**src/rtl/pixel_group_responder.sv**
```systemverilog
// pixel_group_responder
//   Lower-level pixel group answering a 2-level arbiter. Pixel event levels are
//   latched into a request matrix. The matrix is presented to the arbiter, and
//   each request is cleared when its one-hot grant comes back. A consumed grant
//   is decoded into a registered row/column address. grp_free_o pulses when the
//   last request of the current pass is granted.
//
// Ports
//   grp_release_clk  clock; all state updates on its rising edge
//   reset_i          asynchronous, active-high reset
//   enable_i         group selected by the upper level; low freezes a pass
//   event_i          [ROWS][COLS] pixel event levels, sampled each edge
//   gnt_i            [ROWS][COLS] grant from the arbiter (one-hot or zero)
//   req_o            [ROWS][COLS] registered active request set
//   grp_free_o       pulse: last active request of the pass was granted
//   ev_valid_o       pulse: a legal grant was consumed
//   ev_x_o / ev_y_o  row / column of the last consumed grant (held)
//   pend_cnt_o       popcount of req_o, registered alongside it
//   gnt_err_o        pulse: an illegal grant was ignored
//   overflow_o       sticky: an event was lost to an already-set shadow bit
module pixel_group_responder #(
  parameter int ROWS  = 4,
  parameter int COLS  = 4,
  parameter int ADD   = 2,
  parameter int CNT_W = $clog2(ROWS*COLS+1)
) (
  input  logic                       grp_release_clk,
  input  logic                       reset_i,
  input  logic                       enable_i,
  input  logic [ROWS-1:0][COLS-1:0]  event_i,
  input  logic [ROWS-1:0][COLS-1:0]  gnt_i,
  output logic [ROWS-1:0][COLS-1:0]  req_o,
  output logic                       grp_free_o,
  output logic                       ev_valid_o,
  output logic [ADD-1:0]             ev_x_o,
  output logic [ADD-1:0]             ev_y_o,
  output logic [CNT_W-1:0]           pend_cnt_o,
  output logic                       gnt_err_o,
  output logic                       overflow_o
);

  localparam int N = ROWS * COLS;

  typedef enum logic {IDLE, SERVE} state_t;

  state_t           state_q, state_n;
  logic [N-1:0]     active_q, active_n;
  logic [N-1:0]     shadow_q, shadow_n;
  logic [N-1:0]     ev_flat, gnt_flat, gnt_cleared;
  logic             gnt_any, gnt_onehot, gnt_in_active, load;
  logic [ADD-1:0]   gnt_row, gnt_col;
  logic [ADD-1:0]   ev_x_n, ev_y_n;
  logic             free_n, valid_n, err_n, ovf_n;

  assign ev_flat  = event_i;
  assign gnt_flat = gnt_i;
  assign req_o    = active_q;

  assign gnt_any       = |gnt_flat;
  assign gnt_onehot    = gnt_any && ((gnt_flat & (gnt_flat - N'(1))) == '0);
  assign gnt_in_active = |(gnt_flat & active_q);
  assign gnt_cleared   = active_q & ~gnt_flat;

  // A pass starts only from IDLE with the group enabled and something pending.
  assign load = (state_q == IDLE) && enable_i && (|(shadow_q | ev_flat));

  function automatic logic [CNT_W-1:0] popcount(input logic [N-1:0] v);
    logic [CNT_W-1:0] cnt;
    cnt = '0;
    for (int unsigned i = 0; i < N; i++) begin
      cnt = cnt + CNT_W'(v[i]);
    end
    return cnt;
  endfunction

  always_comb begin
    gnt_row = '0;
    gnt_col = '0;
    for (int unsigned r = 0; r < ROWS; r++) begin
      for (int unsigned c = 0; c < COLS; c++) begin
        if (gnt_i[r][c]) begin
          gnt_row = ADD'(r);
          gnt_col = ADD'(c);
        end
      end
    end
  end

  always_comb begin
    state_n  = state_q;
    active_n = active_q;
    shadow_n = shadow_q | ev_flat;
    ev_x_n   = ev_x_o;
    ev_y_n   = ev_y_o;
    free_n   = 1'b0;
    valid_n  = 1'b0;
    err_n    = 1'b0;
    // Events that are moved into active on a load edge are not lost, even if
    // the same shadow bit was already set.
    ovf_n    = overflow_o | ((|(ev_flat & shadow_q)) && !load);

    unique case (state_q)
      IDLE: begin
        if (load) begin
          active_n = shadow_q | ev_flat;
          shadow_n = '0;
          state_n  = SERVE;
        end
        if (gnt_any) begin
          err_n = 1'b1;
        end
      end
      SERVE: begin
        if (enable_i && gnt_any) begin
          if (gnt_onehot && gnt_in_active) begin
            active_n = gnt_cleared;
            valid_n  = 1'b1;
            ev_x_n   = gnt_row;
            ev_y_n   = gnt_col;
            if (gnt_cleared == '0) begin
              free_n  = 1'b1;
              state_n = IDLE;
            end
          end else begin
            err_n = 1'b1;
          end
        end
      end
      default: state_n = IDLE;
    endcase
  end

  always_ff @(posedge grp_release_clk or posedge reset_i) begin
    if (reset_i) begin
      state_q    <= IDLE;
      active_q   <= '0;
      shadow_q   <= '0;
      ev_x_o     <= '0;
      ev_y_o     <= '0;
      pend_cnt_o <= '0;
      grp_free_o <= 1'b0;
      ev_valid_o <= 1'b0;
      gnt_err_o  <= 1'b0;
      overflow_o <= 1'b0;
    end else begin
      state_q    <= state_n;
      active_q   <= active_n;
      shadow_q   <= shadow_n;
      ev_x_o     <= ev_x_n;
      ev_y_o     <= ev_y_n;
      pend_cnt_o <= popcount(active_n);
      grp_free_o <= free_n;
      ev_valid_o <= valid_n;
      gnt_err_o  <= err_n;
      overflow_o <= ovf_n;
    end
  end

endmodule

```
**config.mk**
```make
export PLATFORM = sky130hd
export DESIGN_NAME = pixel_group_responder
export DESIGN_NICKNAME = d
export VERILOG_FILES = /design/src/rtl/pixel_group_responder.sv
export SDC_FILE = /design/constraint.sdc
export NUM_CORES = 1
export LEC_CHECK = 0
export BUFFER_PORTS_ARGS = -buffer_cell sky130_fd_sc_hd__buf_2
export CAP_MARGIN = 20
export CORE_MARGIN = 2
export CORE_UTILIZATION = 50
export CTS_CLUSTER_SIZE = 25
export DETAILED_ROUTE_END_ITERATION = 7
export GPL_TIMING_DRIVEN = 1
export PLACE_DENSITY_LB_ADDON = 0.3
export SYNTH_ARGS = -nofsm -noshare
export SYNTH_HDL_FRONTEND = slang
export SYNTH_SLANG_ARGS = --single-unit
```
**constraint.sdc**
```tcl
create_clock -name grp_release_clk -period 6.3 [get_ports grp_release_clk]
set_clock_uncertainty 0.15 [all_clocks]
set_input_delay 1.26 -clock grp_release_clk [delete_from_list [all_inputs] [get_ports grp_release_clk]]
set_output_delay 1.26 -clock grp_release_clk [all_outputs]
set_load 0.05 [all_outputs]
```
======== After elaboration in Yosys (flattened, before gate mapping) ========
Cells that the tools add are included.
storage, ports and cells
  word-level logic and storage cells ...... 97
  bits in registers ....................... 46
  output and inout bits ................... 29
cells by class
  add/sub/neg operators ................... 16
  bitwise operators ....................... 8
  reductions and logical operators ........ 14
  multiplexer cells ....................... 49
operator list
  kind                     count
  $mux W16                 5
  $and A16 B16 Y16         4
  $reduce_or A16 Y1        4
  $add A5 B1 Y5            11
  $mux W2                  25
  $logic_not A16 Y1        2
  $pmux W16 S2             1
  $mux W1                  16
  $not A16 Y16             1
  $or A16 B16 Y16          1
  $sub A16 B1 Y16 const B  1
  $logic_and A1 B1 Y1      6
  $add A4 B1 Y5            1
  $add A3 B1 Y4            1
  $pmux W1 S2              2
  $add A2 B1 Y3            1
  $reduce_and A3 Y1        1
  $add A1 B1 Y2            1
  $logic_not A1 Y1         1
  $not A1 Y1               1
  $or A1 B1 Y1             1

======== Longest topological paths before layout ========
  depth in word-level cells ............... 23
  mapped depth ............................ 19
  gate-level depth less buffers ........... 16

======== Worst setup path before layout ========
Ideal clock, no wire load.
  path kind ............................... input port to flip-flop
  from .................................... in gnt_i[6] (netlist bit)
  to ...................................... reg pend_cnt_o[4]
  library setup time ...................... 0.119 ns
  stages .................................. 18
  required time ........................... 6.031 ns
  setup slack ............................. -0.162 ns
  arrival time ............................ 6.192 ns
  path through ............................ clkbuf_1 -> or4_1 -> or4_1 -> o221a_2 -> a2111oi_4 -> and3_4 -> buf_6 -> a221oi_1 -> fa_1 -> fa_1 -> inv_1 -> fa_1 -> inv_1 -> fa_1 -> ha_1 -> fa_1 -> a21oi_1 -> nor2b_1
between the ends
  cells in the longest elaborated chain, start to end .. 23
  elaborated cells on any way between the ends .. 29
  classes of those cells .................. add/sub (16); mux (3); bitwise (4); reduce/logical (6)
RTL lines
  what                              line  text
  start, declared                   31    input logic [ROWS-1:0][COLS-1:0] gnt_i,
  $sub A16 B1 Y16                   60    assign gnt_onehot = gnt_any && ((gnt_flat & (gnt_flat - N'(1))) == '0);
  $and A16 B16 Y16                  60
  $logic_not A16 Y1                 60
  $logic_and A1 B1 Y1               60
  $logic_and A1 B1 Y1               115   if (gnt_onehot && gnt_in_active) begin
  $mux W16                          115
  $mux W16 (*)                      114   if (enable_i && gnt_any) begin
  $pmux W16 S2 (*)                  102   unique case (state_q)
  named net active_n[0]             47    logic [N-1:0] active_q, active_n;
  $add A1 B1 Y2 (*)                 71    cnt = cnt + CNT_W'(v[i]);
  $add A2 B1 Y3 (*)                 71
  $add A3 B1 Y4 (*)                 71
  $add A4 B1 Y5 (*)                 71
  $add A5 B1 Y5 (*) (11 in series)  71
  end signal, assigned              151   pend_cnt_o <= popcount(active_n);
  end, declared                     37    output logic [CNT_W-1:0] pend_cnt_o,
The timed path passes the listed nets; every way through them passes the cells marked *.
A chain may end at the register's enable or synchronous reset.

======== Worst setup path in the final report ========
  from .................................... in gnt_i[3] (netlist bit)
  to ...................................... reg pend_cnt_o[4]
between the ends
  elaborated cells on any way between the ends .. 29
  classes of those cells .................. add/sub (16); mux (3); bitwise (4); reduce/logical (6)
RTL lines
  what                              line
  $sub A16 B1 Y16                   60
  $and A16 B16 Y16                  60
  $logic_not A16 Y1                 60
  $logic_and A1 B1 Y1               60
  $logic_and A1 B1 Y1               115
  $mux W16                          115
  $mux W16 (*)                      114
  $pmux W16 S2 (*)                  102
  named net active_n[5]             47
  $add A5 B1 Y5 (*) (11 in series)  71
Marked as above.

==> flow_metrics.py <==
metrics = {
    "outcome": {
        "status": "completed",
    },
    "synth": {
        "synth-seq-cells": 46,
        "synth_top_area_cell": "dfrtp_1",
        "synth_top_cell_area_share_pct": 43.9,
        "mappedNetlistNets": 311,
        "fraction_of_registers_with_async_set_or_reset_after_synthesis_pct": 100,
        "yosys.cell_types.count": 51,
        "synth.top_cells.by_count": "nor2_1 (54), dfrtp_1 (46), inv_1 (21), a221oi_1 (20), a21oi_1 (12)",
        "yosys_most_used_dff": "dfrtp_1",
        "synth_enable_flop_cells": 0,
        "yosys_warnings": 0,
        "ys_seq_area_share_pct": 43.9,
        "syn_inst": 261,
        "synthesis.area_um2": 2630,
        "ys_top_cells_by_area": "dfrtp_1 (44%), nor2_1 (7.7%), fa_1 (7.6%), a221oi_1 (6.7%), inv_1 (3.0%)",
        "cell_with_the_most_instances_after_synthesis": "nor2_1",
        "synthesis.area_per_instance_um2": 10.1,
    },
    "critical_path": {
        "crit_required_ns": 6.34,
        "timing.critical_path.arrival_ns": 6.24,
        "ff2ff_setup_slack_ns": 1.09,
        "crit_type": "in -> reg",
        "worst_setup_path_end_kind": "register",
        "cp-start-kind": "input pin",
        "cp_max_fo": 6,
    },
    "clocking": {
        "cts_hold_repair.buffers": 0,
        "clk_transition_reported_paths_ns": 0.08,
        "clockRootBuffer": "clkbuf_8",
        "cts_buffers": 5,
        "clk-insertion-delay-late_ns": 0.30,
        "htree_levels": 2,
        "cts_tree": "done",
        "clock_sinks": 46,
        "cts_buffer_depth": 2,
    },
    "power": {
        "power_per_cell_area_nw_per_um2": 248,
        "leakage_power_uw": 0.00160,
        "power.internal_uw": 554,
        "swShare_pct": 35.2,
        "netSwitchingPower_uw": 301,
        "combinationalPowerShare_pct": 36.3,
        "power.clock.fraction_pct": 25.3,
        "ir_worst_vdd_v": 0.000174,
        "power.sequential.fraction_pct": 38.4,
    },
    "layout": {
        "multiInputGateArea_um2": 1400,
        "nFillCells": 408,
        "diodes": 0,
        "share_of_layout_cells_above_drive_strength_1_pct": 36.4,
        "final_net_count": 406,
        "area_delta_synth_final_pct": 31.2,
        "total_area_of_sequential_cells_um2": 1150,
        "layout.core_utilization_pct": 67.9,
    },
    "timing": {
        "slew_headroom_pct": 35.8,
        "setup_repair_after_global_routing_missed_its_margin": "true",
        "timing.fmax_mhz": 161,
        "setup_violations": 0,
        "fin_crit_sh_pct": 98.4,
        "worst_pin_slew_ns": 0.962,
        "worst_slack_ns": 0.101,
        "final-hold-violation-count": 0,
        "finalMaxSlewViolations": 0,
        "min_period_ns": 6.20,
    },
    "floorplan": {
        "floorplan.initialDensity_pct": 51.7,
        "rows": 26,
        "number_of_placed_i_o_pins": 64,
        "core_um2": 5070,
        "die_area_um2": 5850,
        "fp.dieH_um": 76.5,
        "die_width_um": 76.5,
    },
    "global_routing": {
        "grt_util_all_layers_pct": 26.2,
        "grt_pass1_vias": 2407,
        "antenna_found_initial": 0,
        "grt_first_pass_wirelength_mm": 12.1,
        "globalRouteOverflowTotal": 0,
        "grt_max_degree": 47,
    },
    "placed_design": {
        "number_of_port_buffers": 63,
        "dp_worst_setup_slack_ns": -0.212,
        "finalWeightedCongestion": 0.976,
        "post-dp-hpwl_mm": 5.73,
    },
    "routing": {
        "via_count": 2533,
        "vias_per_cell": 5.93,
        "detail_route.drc_violations": 0,
        "drt-wirelength-per-cell_um": 17.7,
        "drt_wl_total_mm": 7.56,
        "drt-pass1-iter-count": 6,
        "detail_route.iter0.violations": 283,
        "ant_nets": 0,
    },
    "job": {
        "reported_max_cap_violation_count": 0,
    },
    "hold_path": {
        "timing.hold.worst.class": "reg -> reg",
    },
}
-- placed cells by master (no fill, tap or decap), types with 4 or more instances in the layout --
cell type / count
fa_1: 9
clkbuf_8: 5
buf_4: 36
inv_1: 19
nand2b_1: 4
nor2_1: 53
a22oi_1: 6
buf_2: 61
nand4_1: 6
a21oi_1: 11
dfrtp_1: 46
a221oi_1: 16
a22o_1: 5
nand2_1: 6
ha_1: 4
nor3_1: 5
-- worst paths after layout --
kind,endpoint,cells after the start,from
max reg2reg,pend_cnt_o[4],16,req_o[3]
max in group asynchronous,pend_cnt_o[3],2,reset_i
max,pend_cnt_o[4],17,gnt_i[3]
min in group asynchronous,ev_valid_o,2,reset_i
min,ev_x_o[1],1,ev_x_o[1]
min reg2reg,ev_x_o[1],1,ev_x_o[1]
-- power by group through the flow --
stage          sequential [µW]  clock, µW  combinational (µW)
6_report                   328        217                 311
5_1_grt                    330        234                 341
4_1_cts                    328        221                 310
3_5_place_dp               334          0                 307
3_3_place_gp               333          0                 299
2_1_floorplan              403          0                 143
-- critical path: stages --
cell and delay (ns):
buf_6 0.09, or4_4 0.54, or4_4 0.53, o221a_4 0.14, a2111oi_4 0.28, and3_4 0.34
a221oi_1 0.15, fa_1 0.49, fa_1 0.52, inv_2 0.05, fa_1 0.55, inv_1 0.05
fa_1 0.44, ha_2 0.22, fa_2 0.40, a21oi_2 0.12, nor2b_1 0.06
-- sequential cells by signal (all words and copies together), names as in the netlist, 2 cells and up --
name,flops
ev_x_o,2
pend_cnt_o,5
shadow_q,16
req_o,16
ev_y_o,2
-- cells by family after synthesis --
family	after synthesis	synth area share (%)
AO/OA/AOI/OAI	67	21.1
adder cells (fa/ha/maj)	16	10.4
XOR/XNOR	2	0.667
flip-flops	46	43.9
multiplexers	4	1.95
buffers and inverters	34	5.62
AND/OR/NAND/NOR	92	16.4
-- metal layers --
| layer | GRT usage (%) | wire length, µm |
|---|---|---|
| met1 | 37.1 | 3230 |
| met2 | 41.2 | 3470 |
| met3 | 3.91 | 619 |
| met4 | 9.82 | 238 |
| met5 | 0 | 0 |
-- cell type report --
class / instances / share of cell area, %
multi-input cells: 182 / 40.7
flip-flops and latches: 46 / 33.4
repair buffers: 100 / 17.9
well taps: 70 / 2.54
inverters: 21 / 2.29
clock buffers: 7 / 2.22
clock inverters: 1 / 0.872
-- per-stage QoR --
stage,hold slack [ns],TNS (ns),instance area (µm²),power (µW),instances
floorplan,0.349,0,2660,546,261
global placement,0.312,-0.343,3270,632,417
detailed placement,0.313,-0.622,3270,641,417
CTS,0.334,0,3380,859,425
global route,0.368,-0.0158,3440,906,427
finish,0.332,0,3440,855,427
-- what timing repair did --
| action | in CTS | in global routing |
|---|---|---|
| gates resized for setup | 0 | 9 |
| hold endpoints to repair | 0 | 0 |
| setup endpoints to repair | 0 | 3 |
| setup buffers | 0 | 1 |
Power figures use the tool's default switching activity.
